==> config.mk <==
export PLATFORM = sky130hd
export DESIGN_NAME = phase_sink_sync
export DESIGN_NICKNAME = d
export VERILOG_FILES = /design/src/rtl/phase_sink_sync.sv
export SDC_FILE = /design/constraint.sdc
export NUM_CORES = 1
export LEC_CHECK = 0
export ABC_AREA = 1
export CAP_MARGIN = 25
export CORE_UTILIZATION = 45
export DETAILED_ROUTE_END_ITERATION = 10
export GPL_ROUTABILITY_DRIVEN = 0
export PLACE_DENSITY = 0.75
export SLEW_MARGIN = 20
export SYNTH_ARGS = -nofsm -noshare
export SYNTH_HDL_FRONTEND = slang
export SYNTH_SLANG_ARGS = --single-unit
==> constraint.sdc <==
create_clock -name clk -period 1.6 [get_ports clk]
set_input_delay 0.32 -clock clk [delete_from_list [all_inputs] [get_ports clk]]
set_output_delay 0.32 -clock clk [all_outputs]
set_load 0.02 [all_outputs]
==> src/rtl/phase_sink_sync.sv <==
// Clocked receiver for the three dual-rail phase tokens of the asynchronous phase ring.
// Define PHASE_TIMEOUT_EN to build the per-state watchdog (err_code 0 on expiry).
module phase_sink_sync #(
  parameter int SYNC_STAGES    = 2,
  parameter int SETTLE_CYCLES  = 2,
  parameter int CNT_W          = 16,
  parameter int TIMEOUT_CYCLES = 1024
) (
  input  logic             clk,
  input  logic             rst,
  input  logic [1:0]       PH0,
  input  logic [1:0]       PH1,
  input  logic [1:0]       PH2,
  output logic             ack,
  output logic [2:0]       phase_vec,
  output logic [1:0]       phase_idx,
  output logic             phase_stb,
  output logic [CNT_W-1:0] rot_cnt,
  output logic             err_stb,
  output logic [1:0]       err_code
);

  if (SYNC_STAGES < 2) begin : g_bad_sync
    $error("SYNC_STAGES must be at least 2");
  end
  if (SETTLE_CYCLES < 1) begin : g_bad_settle
    $error("SETTLE_CYCLES must be at least 1");
  end
  if (TIMEOUT_CYCLES < 1) begin : g_bad_timeout
    $error("TIMEOUT_CYCLES must be at least 1");
  end

  typedef enum logic {WAIT_DATA, WAIT_NULL} state_e;

  localparam int SC_W = $clog2(SETTLE_CYCLES + 1);

  logic [SYNC_STAGES-1:0][5:0] sync_q, sync_d;
  logic [5:0]                  samp_q, samp_d;
  logic [SC_W-1:0]             settle_q, settle_d;
  state_e                      state_q, state_d;
  logic                        ack_q, ack_d;
  logic [2:0]                  phase_vec_q, phase_vec_d;
  logic [1:0]                  phase_idx_q, phase_idx_d;
  logic [1:0]                  exp_idx_q, exp_idx_d;
  logic                        phase_stb_q, phase_stb_d;
  logic [CNT_W-1:0]            rot_cnt_q, rot_cnt_d;
  logic                        err_stb_q, err_stb_d;
  logic [1:0]                  err_code_q, err_code_d;

  logic [2:0] in_nn, nn, illegal, tru;
  logic       settled, is_code, is_space, onehot;
  logic [1:0] idx;

`ifdef PHASE_TIMEOUT_EN
  localparam int WD_W = $clog2(TIMEOUT_CYCLES + 1);
  logic [WD_W-1:0] wd_q, wd_d;
`endif

  // Per-phase rail decode: {true, false}; 00 null, 11 illegal.
  always_comb begin
    for (int i = 0; i < 3; i++) begin
      in_nn[i]   = |samp_d[2*i +: 2];
      nn[i]      = |samp_q[2*i +: 2];
      illegal[i] = &samp_q[2*i +: 2];
      tru[i]     = samp_q[2*i + 1];
    end
    is_code  = &nn;
    is_space = ~|nn;
    settled  = (settle_q >= SC_W'(SETTLE_CYCLES));
    onehot   = (tru == 3'b001) || (tru == 3'b010) || (tru == 3'b100);
    case (tru)
      3'b010:  idx = 2'd1;
      3'b100:  idx = 2'd2;
      default: idx = 2'd0;
    endcase
  end

  // NOTE: every variable gets a default first so no path leaves one unassigned (no latches).
  always_comb begin
    sync_d[0] = {PH2, PH1, PH0};
    for (int i = 1; i < SYNC_STAGES; i++) sync_d[i] = sync_q[i-1];
    samp_d = sync_q[SYNC_STAGES-1];

    // A transitional (mixed) sample or any change restarts the settle count.
    if (in_nn != 3'b000 && in_nn != 3'b111) settle_d = '0;
    else if (samp_d != samp_q)              settle_d = SC_W'(1);
    else if (!settled)                      settle_d = settle_q + SC_W'(1);
    else                                    settle_d = settle_q;

    state_d     = state_q;
    ack_d       = ack_q;
    phase_vec_d = phase_vec_q;
    phase_idx_d = phase_idx_q;
    exp_idx_d   = exp_idx_q;
    phase_stb_d = 1'b0;
    rot_cnt_d   = rot_cnt_q;
    err_stb_d   = 1'b0;
    err_code_d  = err_code_q;

    case (state_q)
      WAIT_DATA: begin
        if (settled && is_code) begin
          state_d     = WAIT_NULL;
          ack_d       = 1'b1;
          phase_vec_d = tru;
          phase_stb_d = 1'b1;
          if (|illegal) begin
            err_stb_d  = 1'b1;
            err_code_d = 2'd1;
          end else if (!onehot) begin
            err_stb_d  = 1'b1;
            err_code_d = 2'd2;
          end else if (idx != exp_idx_q) begin
            err_stb_d  = 1'b1;
            err_code_d = 2'd3;
          end else begin
            phase_idx_d = idx;
            exp_idx_d   = (idx == 2'd2) ? 2'd0 : idx + 2'd1;
            if (idx == 2'd0) rot_cnt_d = rot_cnt_q + CNT_W'(1);
          end
        end
      end
      WAIT_NULL: begin
        if (settled && is_space) begin
          state_d = WAIT_DATA;
          ack_d   = 1'b0;
        end
      end
      default: state_d = WAIT_DATA;
    endcase

`ifdef PHASE_TIMEOUT_EN
    // Any state change counts as progress; otherwise expire and reload.
    if (state_d != state_q) begin
      wd_d = '0;
    end else if (wd_q == WD_W'(TIMEOUT_CYCLES - 1)) begin
      wd_d       = '0;
      err_stb_d  = 1'b1;
      err_code_d = 2'd0;
    end else begin
      wd_d = wd_q + WD_W'(1);
    end
`endif
  end

  // NOTE: state registers use non-blocking assignments so all flops update together.
  always_ff @(posedge clk or posedge rst) begin
    if (rst) begin
      sync_q      <= '0;
      samp_q      <= '0;
      settle_q    <= '0;
      state_q     <= WAIT_DATA;
      ack_q       <= 1'b0;
      phase_vec_q <= 3'b000;
      phase_idx_q <= 2'd0;
      exp_idx_q   <= 2'd0;
      phase_stb_q <= 1'b0;
      rot_cnt_q   <= '0;
      err_stb_q   <= 1'b0;
      err_code_q  <= 2'd0;
`ifdef PHASE_TIMEOUT_EN
      wd_q        <= '0;
`endif
    end else begin
      sync_q      <= sync_d;
      samp_q      <= samp_d;
      settle_q    <= settle_d;
      state_q     <= state_d;
      ack_q       <= ack_d;
      phase_vec_q <= phase_vec_d;
      phase_idx_q <= phase_idx_d;
      exp_idx_q   <= exp_idx_d;
      phase_stb_q <= phase_stb_d;
      rot_cnt_q   <= rot_cnt_d;
      err_stb_q   <= err_stb_d;
      err_code_q  <= err_code_d;
`ifdef PHASE_TIMEOUT_EN
      wd_q        <= wd_d;
`endif
    end
  end

  assign ack       = ack_q;
  assign phase_vec = phase_vec_q;
  assign phase_idx = phase_idx_q;
  assign phase_stb = phase_stb_q;
  assign rot_cnt   = rot_cnt_q;
  assign err_stb   = err_stb_q;
  assign err_code  = err_code_q;

endmodule

==> impl.org <==
** STA
- Min Tclk post-route :: 1551 ps
- In the final timing run, aggregate negative setup slack is 0 ps.
- Headroom to the max-slew limit came out at about four fifths.
- The number of slew-limit violations in the final report was 0.
- Dividing the final minimum period by the clock period gives ~97%.
- For the pin with the worst max-slew slack, the measured transition is 283.2 ps.
- RSZ-0062 raised after global routing :: true
- Fin worst setup slack :: 49.42 ps
- Based on the critical path, the design can be clocked at up to 644.9 MHz.
- Clk_skew :: 7.320 ps
- Number of failing setup endpoints in the final timing report :: 0
- Minimum hold slack :: 355.7 ps
- Final Hold Viols :: 0

** Floorplan
- Effective utilization at floorplan :: 47.12%
- Die Y :: around 76 um
- Measured along the x axis, the die boundary spans 75.60 um.
- The die covers 5715 um2.
- Row count :: 26
- After floorplanning, the core was sized to cover 5172 um2.
- During I/O placement, the number of pins put on the boundary was 34.

** Clock tree
- Clock net sink count :: 49
- Clock latency at the later pin of the worst-skew pair :: around 300 ps
- The longest clock path from root to sink contains 2 buffers.
- Total clock buffers created by CTS :: 5
- Hold bufs inserted after CTS :: 0
- Clock Tree Root :: sky130_fd_sc_hd__clkbuf_8
- Clock transition at the register clock pins on the worst setup and hold paths after CTS :: around 100 ps
- CTS tree :: built
- CTS built an H-tree with a depth of 2.

** Setup path
- For this design, the slowest cell found on the critical path is sky130_fd_sc_hd__dfrtp_2.
- Critical-path cell list :: inv_2 > nand3_4 > nand2_4 > nand4_1 > nor2_4 > clkbuf_16 > nand3_1 > nand2_1
- The kind of cell with the highest combined delay along the critical path is simple AND/OR/NAND/NOR gates.
- CP bufs+invs :: 2
- Critical Path Start Type :: flop
- The worst setup path is of the flop to flop kind.
- Crit path capture type :: flop
- Critical Path Max Stage Delay :: ~500 ps
- At the worst endpoint, the required time is 1850 ps.
- STA puts the critical path data arrival time at between 1500 and 2000 ps.
- In this run the worst path has a maximum fanout of 8.
- Destination of the worst register-to-register timing path :: rot_cnt[6]$_DFFE_PP0P_
- The worst register-to-register path begins at samp_q[5]$_DFF_PP0_.
- For the worst flop-to-flop path, the logic depth is 8.
- R2R Setup Slk :: between 40 and 50 ps

** Synthesis
- Count of distinct cell types in the synthesized netlist :: 27
- For this run, asynchronously set or reset flops after synthesis account for 100.0%.
- Yosys mapped a number of flops with a built-in enable equal to 0.
- Summed over all instances, the cell type with the most area after synthesis is sky130_fd_sc_hd__dfrtp_1.
- Synthesis handed over a netlist of slightly below 300 instances.
- The mapped netlist covers 2437 um2.
- By area the synthesized netlist is led by sky130_fd_sc_hd__dfrtp_1 (50%), sky130_fd_sc_hd__nand2_1 (16%), sky130_fd_sc_hd__nand3_1 (6.8%).
- Most common flop cell mapped by yosys :: sky130_fd_sc_hd__dfrtp_1
- During synthesis, Yosys emitted a total of 0 warnings.
- Count leader, synth :: sky130_fd_sc_hd__nand2_1
- For this run, the register share of the synthesized area comes to about half.
- In this run the biggest area consumer among cell types represents 50.31% of the synthesized area.
- The number of nets in the synthesized netlist is 301.
- Post-synth top cells :: sky130_fd_sc_hd__nand2_1 (103), sky130_fd_sc_hd__dfrtp_1 (49), sky130_fd_sc_hd__nand3_1 (33), sky130_fd_sc_hd__nor2_1 (24), sky130_fd_sc_hd__inv_1 (23)
- Average footprint of a synthesized cell :: 8.376 um2
- FF+latch count, synth :: a little under 50

** Worst hold path
- Worst Hold Class :: input port to async pin

** Power
- Internal power :: 1.744 mW
- Of the total power, the share spent switching nets is 28.03%.
- Maximum vdd drop :: between 0.3 and 0.4 mV
- Power density normalized to cell area :: 753.5 nW/um2
- Leakage :: 1.709 nW
- The clock network is responsible for 32.1% of the overall power.
- Sequential cells burn between 50% and 60% of the power.
- Switching component of the power :: 679.4 uW
- Combinational cells account for 12.6% of the total power.
- After layout, the design draws a total of 2.424 mW.

** Finish
- Layout cell share with drive strength beyond 1 :: 22.09%
- The repair_antennas step left the layout with diodes totalling 0.
- Synthesis-to-layout area growth :: 31.98%
- After filler insertion, the fill cell instance count of the layout stands at 439.
- Final non-filler cell area :: 3217 um2
- Final net count :: 353

** Placed design
- In this run the tool buffered the top-level ports with 33 buffer cells.
- Post-Place Setup Slack :: -55.24 ps
- Once detailed placement completed, the half-perimeter wirelength came to 3.379 mm.
- Placed standard-cell area :: 2902 um2

** Global routing
- Entering global routing, the biggest net connects 50 pins.
- For this run, the total global-route usage over all layers was measured as between 10% and 20%.
- The via count of the first global-routing pass was about 1700.
- The number of antenna violations at the first check in global routing is 0.
- Wire length of the first global-routing pass :: between 8 and 9 mm
- Congestion Overflow GR :: 0

** Route
- In the final routed layout, each cell accounts on average for 12.68 um.
- The first routing iteration left 162 violations.
- In this run the remaining antenna-violating nets after routing total 0.
- The routed layout has 2053 vias.
- For this block, the routed nets add up to 5.248 mm of wire.
- Final routed DRC violation total :: 0
- Average via count per standard cell :: about 5.0
- The first detailed-routing pass ran for 4 iterations.

** Job
- The tool flagged a number of max-cap violations equal to 0.

** Outcome
- Status :: complete, no violations
-- area by class of cell --
type	count	area (um2)	area share, %
clock inverters	3	28.78	0.8946
inverters	27	106.4	3.306
flip-flops and latches	49	1231	38.27
clock buffers	5	68.82	2.139
multi-input cells	211	1202	37.38
repair buffers	49	491.7	15.29
well taps	70	87.58	2.723
-- sequential cells by signal, indices dropped and copies added (netlist names) --
name and flops:
rot_cnt 16, samp_d 6, samp_q 6, sync_d 6, phase_vec 3, err_code 2
exp_idx_q 2, phase_idx 2, settle_q 2, ack 1, err_stb 1, phase_stb 1
state_q 1
-- per-layer routing --
layer	share of wire, %	global-route usage [%]
met1	46	27.26
met2	47	28.47
met3	5.1	3.571
met4	1.4	4.733
met5	0	0
-- per-stage QoR --
step           instances  util, %
2_1_floorplan        291        -
3_3_place_gp         398    56.10
3_5_place_dp         398    56.10
4_1_cts              409    58.54
5_1_grt              414    62.19
6_report             414    62.19
-- power by group through the flow --
stage,registers [mW],logic [mW],clock network (mW)
global route,1.35,0.338,0.858
CTS,1.34,0.280,0.806
floorplan,1.38,0.149,0
finish,1.34,0.305,0.779
global placement,1.36,0.269,0
detailed placement,1.36,0.275,0
-- cell usage in the layout (no fill, tap or decap), types with 2 or more instances in the layout --
cell type,Yosys,final
sky130_fd_sc_hd__inv_4,0,2
sky130_fd_sc_hd__nand2_4,1,3
sky130_fd_sc_hd__inv_2,3,5
sky130_fd_sc_hd__nor2_2,3,4
sky130_fd_sc_hd__o21ai_0,9,8
sky130_fd_sc_hd__nand2_1,103,95
sky130_fd_sc_hd__nand2_2,2,8
sky130_fd_sc_hd__nor3_1,2,2
sky130_fd_sc_hd__nor2_4,5,8
sky130_fd_sc_hd__buf_12,0,2
sky130_fd_sc_hd__dlymetal6s2s_1,0,7
sky130_fd_sc_hd__nor2_1,24,20
sky130_fd_sc_hd__dfrtp_1,49,45
sky130_fd_sc_hd__clkdlybuf4s50_1,0,8
sky130_fd_sc_hd__clkbuf_8,0,5
sky130_fd_sc_hd__xnor2_1,8,8
sky130_fd_sc_hd__inv_1,23,20
sky130_fd_sc_hd__nand3_2,2,9
sky130_fd_sc_hd__dfrtp_2,0,4
sky130_fd_sc_hd__nand4_1,4,4
sky130_fd_sc_hd__nand3_4,1,3
sky130_fd_sc_hd__dlygate4sd2_1,0,18
sky130_fd_sc_hd__nand4_4,1,2
sky130_fd_sc_hd__xor2_1,5,5
sky130_fd_sc_hd__buf_4,1,12
sky130_fd_sc_hd__or2_2,2,2
sky130_fd_sc_hd__nand3_1,33,24
-- what timing repair did --
action                                  4_1_cts  5_1_grt
buffers inserted                              2        4
cloned                                        1        1
pin swaps                                     2       18
resized for setup                            25       41
endpoints found under the setup margin       39       29
-- worst reg2reg max path, stage by stage, from the launching register on --
cell	delay [ps]
sky130_fd_sc_hd__dfrtp_2	490
sky130_fd_sc_hd__inv_2	120
sky130_fd_sc_hd__nand3_4	110
sky130_fd_sc_hd__nand2_4	100
sky130_fd_sc_hd__nand4_1	140
sky130_fd_sc_hd__nor2_4	220
sky130_fd_sc_hd__clkbuf_16	180
sky130_fd_sc_hd__nand3_1	60
sky130_fd_sc_hd__nand2_1	60
-- how the worst max path moves through the flow --
stage,cells after the start,to,slack (ps),start
2_1_floorplan,8,rot_cnt[14]$_DFFE_PP0P_,100,rot_cnt[0]$_DFFE_PP0P_
3_3_place_gp,8,rot_cnt[1]$_DFFE_PP0P_,-40,samp_q[1]$_DFF_PP0_
3_5_place_dp,8,rot_cnt[14]$_DFFE_PP0P_,-60,samp_q[1]$_DFF_PP0_
4_1_cts,1,phase_vec[1],5,phase_vec[1]$_DFFE_PP0P_
5_1_grt,8,rot_cnt[4]$_DFFE_PP0P_,-50,samp_q[5]$_DFF_PP0_
6_report,8,rot_cnt[6]$_DFFE_PP0P_,50,samp_q[5]$_DFF_PP0_
-- logic make-up after synthesis --
logic type | after synthesis | synth area share [%]
AOI/OAI and AO/OA | 10 | 2.053
xor gates and xnor gates | 13 | 4.671
adders and majority gates | 2 | 1.027
buffers and inverters | 32 | 6.057
DFF | 49 | 50.31
and+or+nand+nor | 185 | 35.88
No activity file was read; power rests on OpenSTA's default activity.
